--- src/rtl/race_sequencer_if.sv ---
// Race sequencer bus: start/acknowledge, player positions in, race status out.
interface race_sequencer_if;
    logic       start_req;
    logic [9:0] p1_x, p1_y, p2_x, p2_y;
    logic [2:0] state;
    logic       restart_pulse;
    logic [2:0] p1_lap, p2_lap;
    logic [1:0] winner;
    logic [7:0] race_time;

    modport master (
        output start_req, p1_x, p1_y, p2_x, p2_y,
        input  state, restart_pulse, p1_lap, p2_lap, winner, race_time
    );
    modport slave (
        input  start_req, p1_x, p1_y, p2_x, p2_y,
        output state, restart_pulse, p1_lap, p2_lap, winner, race_time
    );
endinterface

--- src/rtl/race_sequencer.sv ---
// Two-player race control: 3-2-1 countdown, checkpoint-armed lap counting,
// winner detection and a saturating seconds clock.
module race_sequencer #(
    parameter int TICK_CYCLES = 100000000,
    parameter int LAPS        = 3,
    parameter int FIN_X0      = 0,
    parameter int FIN_X1      = 39,
    parameter int FIN_Y0      = 110,
    parameter int FIN_Y1      = 119,
    parameter int CP_X0       = 280,
    parameter int CP_X1       = 319,
    parameter int CP_Y0       = 110,
    parameter int CP_Y1       = 129
) (
    input logic              clk,
    input logic              rst,
    race_sequencer_if.slave  bus
);
    localparam int             TW        = (TICK_CYCLES > 1) ? $clog2(TICK_CYCLES) : 1;
    localparam logic [TW-1:0]  TICK_LAST = TW'(TICK_CYCLES - 1);
    localparam logic [2:0]     LAPS_W    = 3'(LAPS);

    typedef enum logic [2:0] {
        IDLE = 3'd0, COUNT3 = 3'd1, COUNT2 = 3'd2, COUNT1 = 3'd3,
        RACING = 3'd4, FINISH = 3'd5
    } state_t;

    // Bounds come in as ports so constant-zero bounds don't become constant compares.
    function automatic logic in_zone(input logic [9:0] x, y, x0, x1, y0, y1);
        return (x >= x0) && (x <= x1) && (y >= y0) && (y <= y1);
    endfunction

    state_t          st;
    logic [TW-1:0]   tick;
    logic            rp;
    logic [2:0]      lap1, lap2;
    logic [1:0]      win;
    logic [7:0]      rtime;
    logic            arm1, arm2, pf1, pf2;

    logic fin1, fin2, cp1, cp2, racing, wrap, hit1, hit2, done1, done2;

    assign fin1   = in_zone(bus.p1_x, bus.p1_y, 10'(FIN_X0), 10'(FIN_X1), 10'(FIN_Y0), 10'(FIN_Y1));
    assign fin2   = in_zone(bus.p2_x, bus.p2_y, 10'(FIN_X0), 10'(FIN_X1), 10'(FIN_Y0), 10'(FIN_Y1));
    assign cp1    = in_zone(bus.p1_x, bus.p1_y, 10'(CP_X0), 10'(CP_X1), 10'(CP_Y0), 10'(CP_Y1));
    assign cp2    = in_zone(bus.p2_x, bus.p2_y, 10'(CP_X0), 10'(CP_X1), 10'(CP_Y0), 10'(CP_Y1));
    assign racing = (st == RACING);
    assign wrap   = (tick == TICK_LAST);
    // A lap counts only on a fresh, armed entry into the finish zone.
    assign hit1   = racing && fin1 && !pf1 && arm1 && (lap1 != LAPS_W);
    assign hit2   = racing && fin2 && !pf2 && arm2 && (lap2 != LAPS_W);
    assign done1  = hit1 && ((lap1 + 3'd1) == LAPS_W);
    assign done2  = hit2 && ((lap2 + 3'd1) == LAPS_W);

    always_ff @(posedge clk or posedge rst) begin
        if (rst) begin
            st    <= IDLE;
            tick  <= '0;
            rp    <= 1'b0;
            lap1  <= '0;
            lap2  <= '0;
            win   <= '0;
            rtime <= '0;
            arm1  <= 1'b0;
            arm2  <= 1'b0;
            pf1   <= 1'b0;
            pf2   <= 1'b0;
        end else begin
            rp  <= 1'b0;
            pf1 <= fin1;
            pf2 <= fin2;
            case (st)
                IDLE: begin
                    tick <= '0;
                    if (bus.start_req) begin
                        st    <= COUNT3;
                        rp    <= 1'b1;
                        lap1  <= '0;
                        lap2  <= '0;
                        win   <= '0;
                        rtime <= '0;
                        arm1  <= 1'b0;
                        arm2  <= 1'b0;
                    end
                end
                COUNT3, COUNT2, COUNT1: begin
                    if (wrap) begin
                        tick <= '0;
                        st   <= (st == COUNT3) ? COUNT2 : (st == COUNT2) ? COUNT1 : RACING;
                    end else begin
                        tick <= tick + TW'(1);
                    end
                end
                RACING: begin
                    tick <= wrap ? '0 : tick + TW'(1);
                    if (wrap && rtime != 8'hFF) rtime <= rtime + 8'd1;
                    if (hit1)     begin lap1 <= lap1 + 3'd1; arm1 <= 1'b0; end
                    else if (cp1) arm1 <= 1'b1;
                    if (hit2)     begin lap2 <= lap2 + 3'd1; arm2 <= 1'b0; end
                    else if (cp2) arm2 <= 1'b1;
                    if (done1 || done2) begin
                        st   <= FINISH;
                        tick <= '0;
                        win  <= {done2, done1};
                    end
                end
                FINISH: begin
                    tick <= '0;
                    if (bus.start_req) st <= IDLE;
                end
                default: begin
                    st   <= IDLE;
                    tick <= '0;
                end
            endcase
        end
    end

    assign bus.state         = st;
    assign bus.restart_pulse = rp;
    assign bus.p1_lap        = lap1;
    assign bus.p2_lap        = lap2;
    assign bus.winner        = win;
    assign bus.race_time     = rtime;
endmodule

--- src/flat_wrapper.sv ---
// flat-port wrapper written by rule: the top's interface ports become plain ports
module race_sequencer_flat 
#(
    parameter int TICK_CYCLES = 100000000,
    parameter int LAPS        = 3,
    parameter int FIN_X0      = 0,
    parameter int FIN_X1      = 39,
    parameter int FIN_Y0      = 110,
    parameter int FIN_Y1      = 119,
    parameter int CP_X0       = 280,
    parameter int CP_X1       = 319,
    parameter int CP_Y0       = 110,
    parameter int CP_Y1       = 129
)
  (clk, rst, bus_start_req, bus_p1_x, bus_p1_y, bus_p2_x, bus_p2_y, bus_state, bus_restart_pulse, bus_p1_lap, bus_p2_lap, bus_winner, bus_race_time);
  race_sequencer_if bus_i ();
  input logic clk;
  input logic rst;
  input wire logic [$bits(bus_i.start_req)-1:0] bus_start_req;
  input wire logic [$bits(bus_i.p1_x)-1:0] bus_p1_x;
  input wire logic [$bits(bus_i.p1_y)-1:0] bus_p1_y;
  input wire logic [$bits(bus_i.p2_x)-1:0] bus_p2_x;
  input wire logic [$bits(bus_i.p2_y)-1:0] bus_p2_y;
  output wire logic [$bits(bus_i.state)-1:0] bus_state;
  output wire logic [$bits(bus_i.restart_pulse)-1:0] bus_restart_pulse;
  output wire logic [$bits(bus_i.p1_lap)-1:0] bus_p1_lap;
  output wire logic [$bits(bus_i.p2_lap)-1:0] bus_p2_lap;
  output wire logic [$bits(bus_i.winner)-1:0] bus_winner;
  output wire logic [$bits(bus_i.race_time)-1:0] bus_race_time;
  assign bus_i.start_req = bus_start_req;
  assign bus_i.p1_x = bus_p1_x;
  assign bus_i.p1_y = bus_p1_y;
  assign bus_i.p2_x = bus_p2_x;
  assign bus_i.p2_y = bus_p2_y;
  assign bus_state = bus_i.state;
  assign bus_restart_pulse = bus_i.restart_pulse;
  assign bus_p1_lap = bus_i.p1_lap;
  assign bus_p2_lap = bus_i.p2_lap;
  assign bus_winner = bus_i.winner;
  assign bus_race_time = bus_i.race_time;
  race_sequencer #(.TICK_CYCLES(TICK_CYCLES), .LAPS(LAPS), .FIN_X0(FIN_X0), .FIN_X1(FIN_X1), .FIN_Y0(FIN_Y0), .FIN_Y1(FIN_Y1), .CP_X0(CP_X0), .CP_X1(CP_X1), .CP_Y0(CP_Y0), .CP_Y1(CP_Y1)) u_core (.clk(clk), .rst(rst), .bus(bus_i));
endmodule
--- config.mk ---
export PLATFORM = sky130hd
export DESIGN_NAME = race_sequencer_flat
export DESIGN_NICKNAME = d
export VERILOG_FILES = /design/src/rtl/race_sequencer_if.sv /design/src/rtl/race_sequencer.sv /design/src/flat_wrapper.sv
export SDC_FILE = /design/constraint.sdc
export NUM_CORES = 1
export LEC_CHECK = 0
export ABC_CLOCK_PERIOD_IN_PS = 2780
export CAP_MARGIN = 30
export CORE_ASPECT_RATIO = 1.75
export CORE_UTILIZATION = 50
export CTS_CLUSTER_DIAMETER = 50
export DETAILED_ROUTE_END_ITERATION = 10
export PLACE_DENSITY = 0.88
export RECOVER_POWER = 50
export SYNTH_ARGS = -nofsm -noshare
export SYNTH_HDL_FRONTEND = slang
export SYNTH_SLANG_ARGS = --single-unit
export TNS_END_PERCENT = 10
--- constraint.sdc ---
create_clock -name clk -period 2.78 [get_ports clk]
set_input_delay 0.417 -clock clk [delete_from_list [all_inputs] [get_ports clk]]
set_output_delay 0.417 -clock clk [all_outputs]
set_load 0.005 [all_outputs]
======== Yosys cells after proc, flatten, opt, wreduce, memory -nomap -nowiden ========
Index checks and enable logic that the tools add are counted.
cells by class
  $lt $le $gt $ge ......................... 14
  multiplexer cells ....................... 29
  reduce and logical (&&, ||, !) cells .... 36
  add/sub/neg operators ................... 4
  equal/unequal tests ..................... 20
operator list
  kind                                                                                   number
  27-bit two-way mux                                                                     2
  27-bit one-hot mux with 2 select lines                                                 1
  27-bit by 1-bit adder with 27-bit output (second input constant)                       1
  27-bit == test (second input constant)                                                 1
  3-bit two-way mux                                                                      8
  1-bit logical AND                                                                      23
  10-bit by 1-bit greater-or-equal comparator with 1-bit output (second input constant)  2
  10-bit by 7-bit greater-or-equal comparator with 1-bit output (second input constant)  2
  10-bit by 9-bit greater-or-equal comparator with 1-bit output (second input constant)  2
  10-bit by 6-bit less-or-equal comparator with 1-bit output (second input constant)     2
  10-bit by 7-bit less-or-equal comparator with 1-bit output (second input constant)     2
  10-bit by 8-bit less-or-equal comparator with 1-bit output (second input constant)     2
  10-bit by 9-bit less-or-equal comparator with 1-bit output (second input constant)     2
  3-bit AND reduction                                                                    6
  8-bit two-way mux                                                                      2
  8-bit one-hot mux with 2 select lines                                                  1
  3-bit by 2-bit == test with 1-bit output (second input constant)                       4
  2-bit != test (second input constant)                                                  6
  3-bit by 2-bit != test with 1-bit output (second input constant)                       4
  3-bit one-hot mux with 2 select lines                                                  2
  3-bit one-hot mux with 4 select lines                                                  1
  8-bit by 1-bit adder with 8-bit output (second input constant)                         1
  8-bit != test (second input constant)                                                  1
  1-bit two-way mux                                                                      7
  13 further kinds                                                                       18
word-level totals
  input port bits ......................... 43
  logic and storage cells ................. 114
  output and inout port bits .............. 20
  flip-flop bits (word level) ............. 51

======== Depth between registers and ports, before layout ========
  depth after elaboration ................. 12
  gate-level depth with buffers ........... 8
  depth with buffers taken out ............ 7

======== Worst setup path before layout ========
Ideal clock, no wire load.
  kind .................................... reg2reg
  start point ............................. reg u_core.tick[11]
  end point ............................... reg u_core.rtime[5] (netlist: u_core.bus.race_time[5])
  clock period less this slack ............ 2.154 ns
  path buffers ............................ 1
  stages on the path, launching flop included .. 7
  arrival ................................. 2.076 ns
  library setup time ...................... 0.078 ns
  required time ........................... 2.702 ns
  path slack .............................. 0.626 ns
  cells stage by stage .................... dfrtp_1 nor4bb_1 nand4_2 or4_1 buf_2 or4_1 a21oi_1
between the ends
  longest elaborated chain between the ends .. 4
RTL lines
  element                               line                  source
  from (decl)                           race_sequencer.sv:34  logic [TW-1:0] tick;
  from (signal assigned)                race_sequencer.sv:91  tick <= tick + TW'(1);
  from (signal assigned)                race_sequencer.sv:95  tick <= wrap ? '0 : tick + TW'(1);
  27-bit == test                        race_sequencer.sv:48  assign wrap = (tick == TICK_LAST);
  1-bit logical AND                     race_sequencer.sv:96  if (wrap && rtime != 8'hFF) rtime <= rtime + 8'd1;
  2-bit != test (no source line)        n/a
  3-bit AND reduction (no source line)  n/a
  to (signal assigned)                  race_sequencer.sv:96
  to (decl)                             race_sequencer.sv:38  logic [7:0] rtime;
Every way passes these cells.
A chain may end at the register's enable or synchronous reset.

======== Worst setup path after layout ========
  start point ............................. reg u_core.tick[12]
  end point ............................... reg u_core.rtime[7] (netlist: u_core.bus.race_time[7])
The elaborated chain is that of the path after synthesis.

==> run_results.csv <==
group,metric,value,unit
route,viasPerCell,5.908,
critical_path,required,3.01,ns
place,dp_cells,406,
synthesis,synth_top_cells_by_area,"dfrtp_1 46%, xor2_1 6.1%, nor2_1 5.1%",
global_route,grt-ovfl-total,0,
status,status,"finished clean",
cts,root_buffer,"clkbuf_8",
synthesis,synth-main-ff-cell,"dfrtp_1",
floorplan,initial_core_util,52.26,%
global_route,grt_pass1_wl,10490,um
timing,max_slew.worst_pin.slew,1.263,ns
synthesis,ys_seq_elements,51,
critical_path,r2r_slack,0.34,ns
cts,clock_latency,0.31,ns
worst_hold_path,hold_path_class,"flop to flop",
cts,cts.repair.resized,0,
synthesis,yosysTopAreaCell,"dfrtp_1",
global_route,gr-usage-met2,45.09,%
timing,period_needed,2.437,ns
synthesis,synth_simple_gate_area_share,28.88,%
global_route,grt_use_met3,3.737,%
critical_path,startpoint,"u_core.tick[12]",
final_layout,fill_cells,412,
timing,clock-skew-final,0.006254,ns
synthesis,synth.distinct_cells,39,
critical_path,start_kind,"flop",
place,place.gp.congestion,0.8628,
critical_path,rr_worst_depth,5,
floorplan,die_w,58.03,um
synthesis,synth_top_family_by_area,"simple AND/OR/NAND/NOR gates",
floorplan,dieArea,5805,um^2
timing,maxSlewHeadroom,15.81,%
global_route,track_usage,23.53,%
route,wire_per_inst,14.87,um
route,first_pass_iters,4,
floorplan,pin_count,63,
route,ant_nets,0,
critical_path,crit_fanout,16,
floorplan,core-area,5255,um^2
critical_path,critPathArrivalTime,2.67,ns
final_layout,nNetsFinal,409,
route,wl,6156,um
critical_path,cp-endpoint,"u_core.bus.race_time[7]",
synthesis,ys_warn_count,0,
synthesis,syn_nets,343,
power_and_ir_drop,pwr_density_cell,508.8,nW/um^2
synthesis,synth-compound-area-share,8.702,%
floorplan,die_h,100.0,um
critical_path,worstSetupEndpointType,"flop",
global_route,grt_max_degree,25,
critical_path,rr_endpoint,"u_core.bus.race_time[7]",
route,dr.first_iter.drc_count,53,
synthesis,syn-cell-area,2746,um^2
timing,setup_tns,0,ns
synthesis,synth_cells,292,
cts,cts_tree,"built",
flow_run,cap_violations,0,
synthesis,synth.avg_cell_area,9.405,um^2
place,port-buffer-count,54,
global_route,grt-busiest-layer,"met2",
synthesis,synth_fa_ha_area_share,3.645,%
cts,cts_setup_buffers,0,
global_route,antenna_found_initial,0,
timing,finalCritPeriodShare,87.67,%
synthesis,synthMuxAreaShare,0.7289,%
critical_path,regToRegStartpoint,"u_core.tick[12]",
final_layout,drive_above_1_share,6.128,%
global_route,grt_pass1_vias,2484,
timing,finalSetupViolations,0,
cts,cts_htree_levels,2,
place,hpwl,4852,um
cts,path_clk_slew,0.09,ns
floorplan,rows,35,
synthesis,yosysSeqAreaShare,46.47,%
timing,grt_setup_unrepaired,"false",
timing,timing.hold.ws,0.5051,ns
final_layout,insertedDiodeCount,0,
timing,slew_viol_final,0,
synthesis,synth_edf_count,0,
global_route,grt_use_met1,24.21,%
cts,ctsHoldBuffers,0,
critical_path,worst-setup-path-type,"flop to flop",
timing,hold_viol_final,0,
synthesis,async_flop_share,100.0,%
power_and_ir_drop,ir_worst_vdd,0.5120,mV
final_layout,fin_cells,414,
synthesis,synth-xor-area-share,8.610,%
power_and_ir_drop,p_leak,1.578,nW
route,vias,2446,
cts,clkSinkCount,51,
timing,max_freq,410.3,MHz
route,drc,0,
synthesis,synthDominantCellAreaShare,46.47,%
final_layout,areaGrowthSynthToFinish,26.65,%
cts,cts_buffers,5,
cts,cts_buffer_depth,2,
## metal layers
layer  up-vias  wire length (um)
met5         -                 0
met4         0               170
met3        13               192
met2        65              3534
met1      1176              2259
li1       1192                 -
## worst min-delay path by stage
| stage | startpoint | end | slack (ns) | depth (start not counted) |
|---|---|---|---|---|
| 4_1_cts | rst | u_core.tick[1] | 0.40 | 2 |
| 5_1_grt | u_core.arm2 | u_core.arm2 | 0.54 | 2 |
| 2_1_floorplan | u_core.arm2 | u_core.arm2 | 0.45 | 2 |
| 6_report | u_core.arm2 | u_core.arm2 | 0.51 | 2 |
| 3_3_place_gp | u_core.arm2 | u_core.arm2 | 0.49 | 2 |
| 3_5_place_dp | u_core.arm2 | u_core.arm2 | 0.49 | 2 |
## kinds of logic after synthesis
group	count (synthesis)
AOI/OAI and AO/OA	42
xor gates and xnor gates	27
adders and majority gates	8
buffers and inverters	18
DFF	51
muxes	2
and+or+nand+nor	144
## cells in the final DEF (no fill, tap or decap), types with 2 or more instances in the layout
cell and instances:
dfrtp_1 51, clkdlybuf4s50_1 44, nor2_1 37, nand3_1 25, xor2_1 19, nand2_1 14, o21ai_0 14, nand4_1 13
inv_1 13, a21oi_1 13, and3_1 12, dlygate4sd3_1 10, nor4_1 9, xnor2_1 8, ha_1 8, buf_4 8
and2_1 5, or3_1 5, clkbuf_8 5, and4_1 4, or4_1 4, a31oi_1 4, o22ai_1 4, o31ai_1 3
nor3_1 3, clkinv_2 3, nand3b_1 2, nor4b_1 2, a31o_2 2, mux2i_1 2, clkbuf_1 2
## per-stage QoR
step           setup slack, ns  area, um^2  total power, mW  utilization (%)
3_3_place_gp            0.1977        3398            1.352            64.67
2_1_floorplan           0.6260        2746            1.148                -
6_report                0.3427        3478            1.770            66.19
4_1_cts                 0.1437        3482            1.794            66.26
5_1_grt                 0.1371        3478            1.874            66.19
3_5_place_dp           0.07622        3398            1.384            64.67
## state kept, by name (all words and copies together) (netlist names)
register and cells:
u_core.bus.winner 2, u_core.pf1 1, u_core.bus.p2_lap 3, u_core.bus.race_time 8, u_core.arm2 1, u_core.bus.state 3, u_core.tick 27, u_core.bus.restart_pulse 1
u_core.pf2 1, u_core.bus.p1_lap 3, u_core.arm1 1
## power breakdown
group | internal [mW] | switching (mW)
registers | 0.844 | 0.120
clock network | 0.173 | 0.244
logic | 0.225 | 0.164
## worst max-delay path: stages, from the launching register on
cell	delay, ns
dfrtp_1	0.43
nor4_1	0.44
nand4_2	0.22
or4_4	0.62
or4_1	0.50
a21oi_1	0.15
## synthesized netlist by cell type, drive strengths merged, types with 2 or more instances
master  count
inv        13
nand2      14
mux2i       2
nor3        3
and3       12
nor3b       2
o21ai      15
nand3      25
or3         5
nand3b      2
nor4        9
and4        4
nor4b       2
a21oi      13
nor2       37
and2        5
o31ai       3
o22ai       4
ha          8
a31oi       4
nand4      14
dfrtp      51
xnor2       8
a31o        2
buf         4
xor2       19
or4         5
## layout make-up
cell class / instances / area, um^2 / area share, %
Clock buffer: 5 / 68.82 / 1.978
Clock inverter: 3 / 15.01 / 0.4317
Inverter: 13 / 48.80 / 1.403
Multi-Input combinational cell: 223 / 1393 / 40.04
Sequential cell: 51 / 1276 / 36.69
Tap cell: 55 / 68.82 / 1.978
Timing Repair Buffer: 64 / 608.1 / 17.48
(Power assumes the default switching activity.)
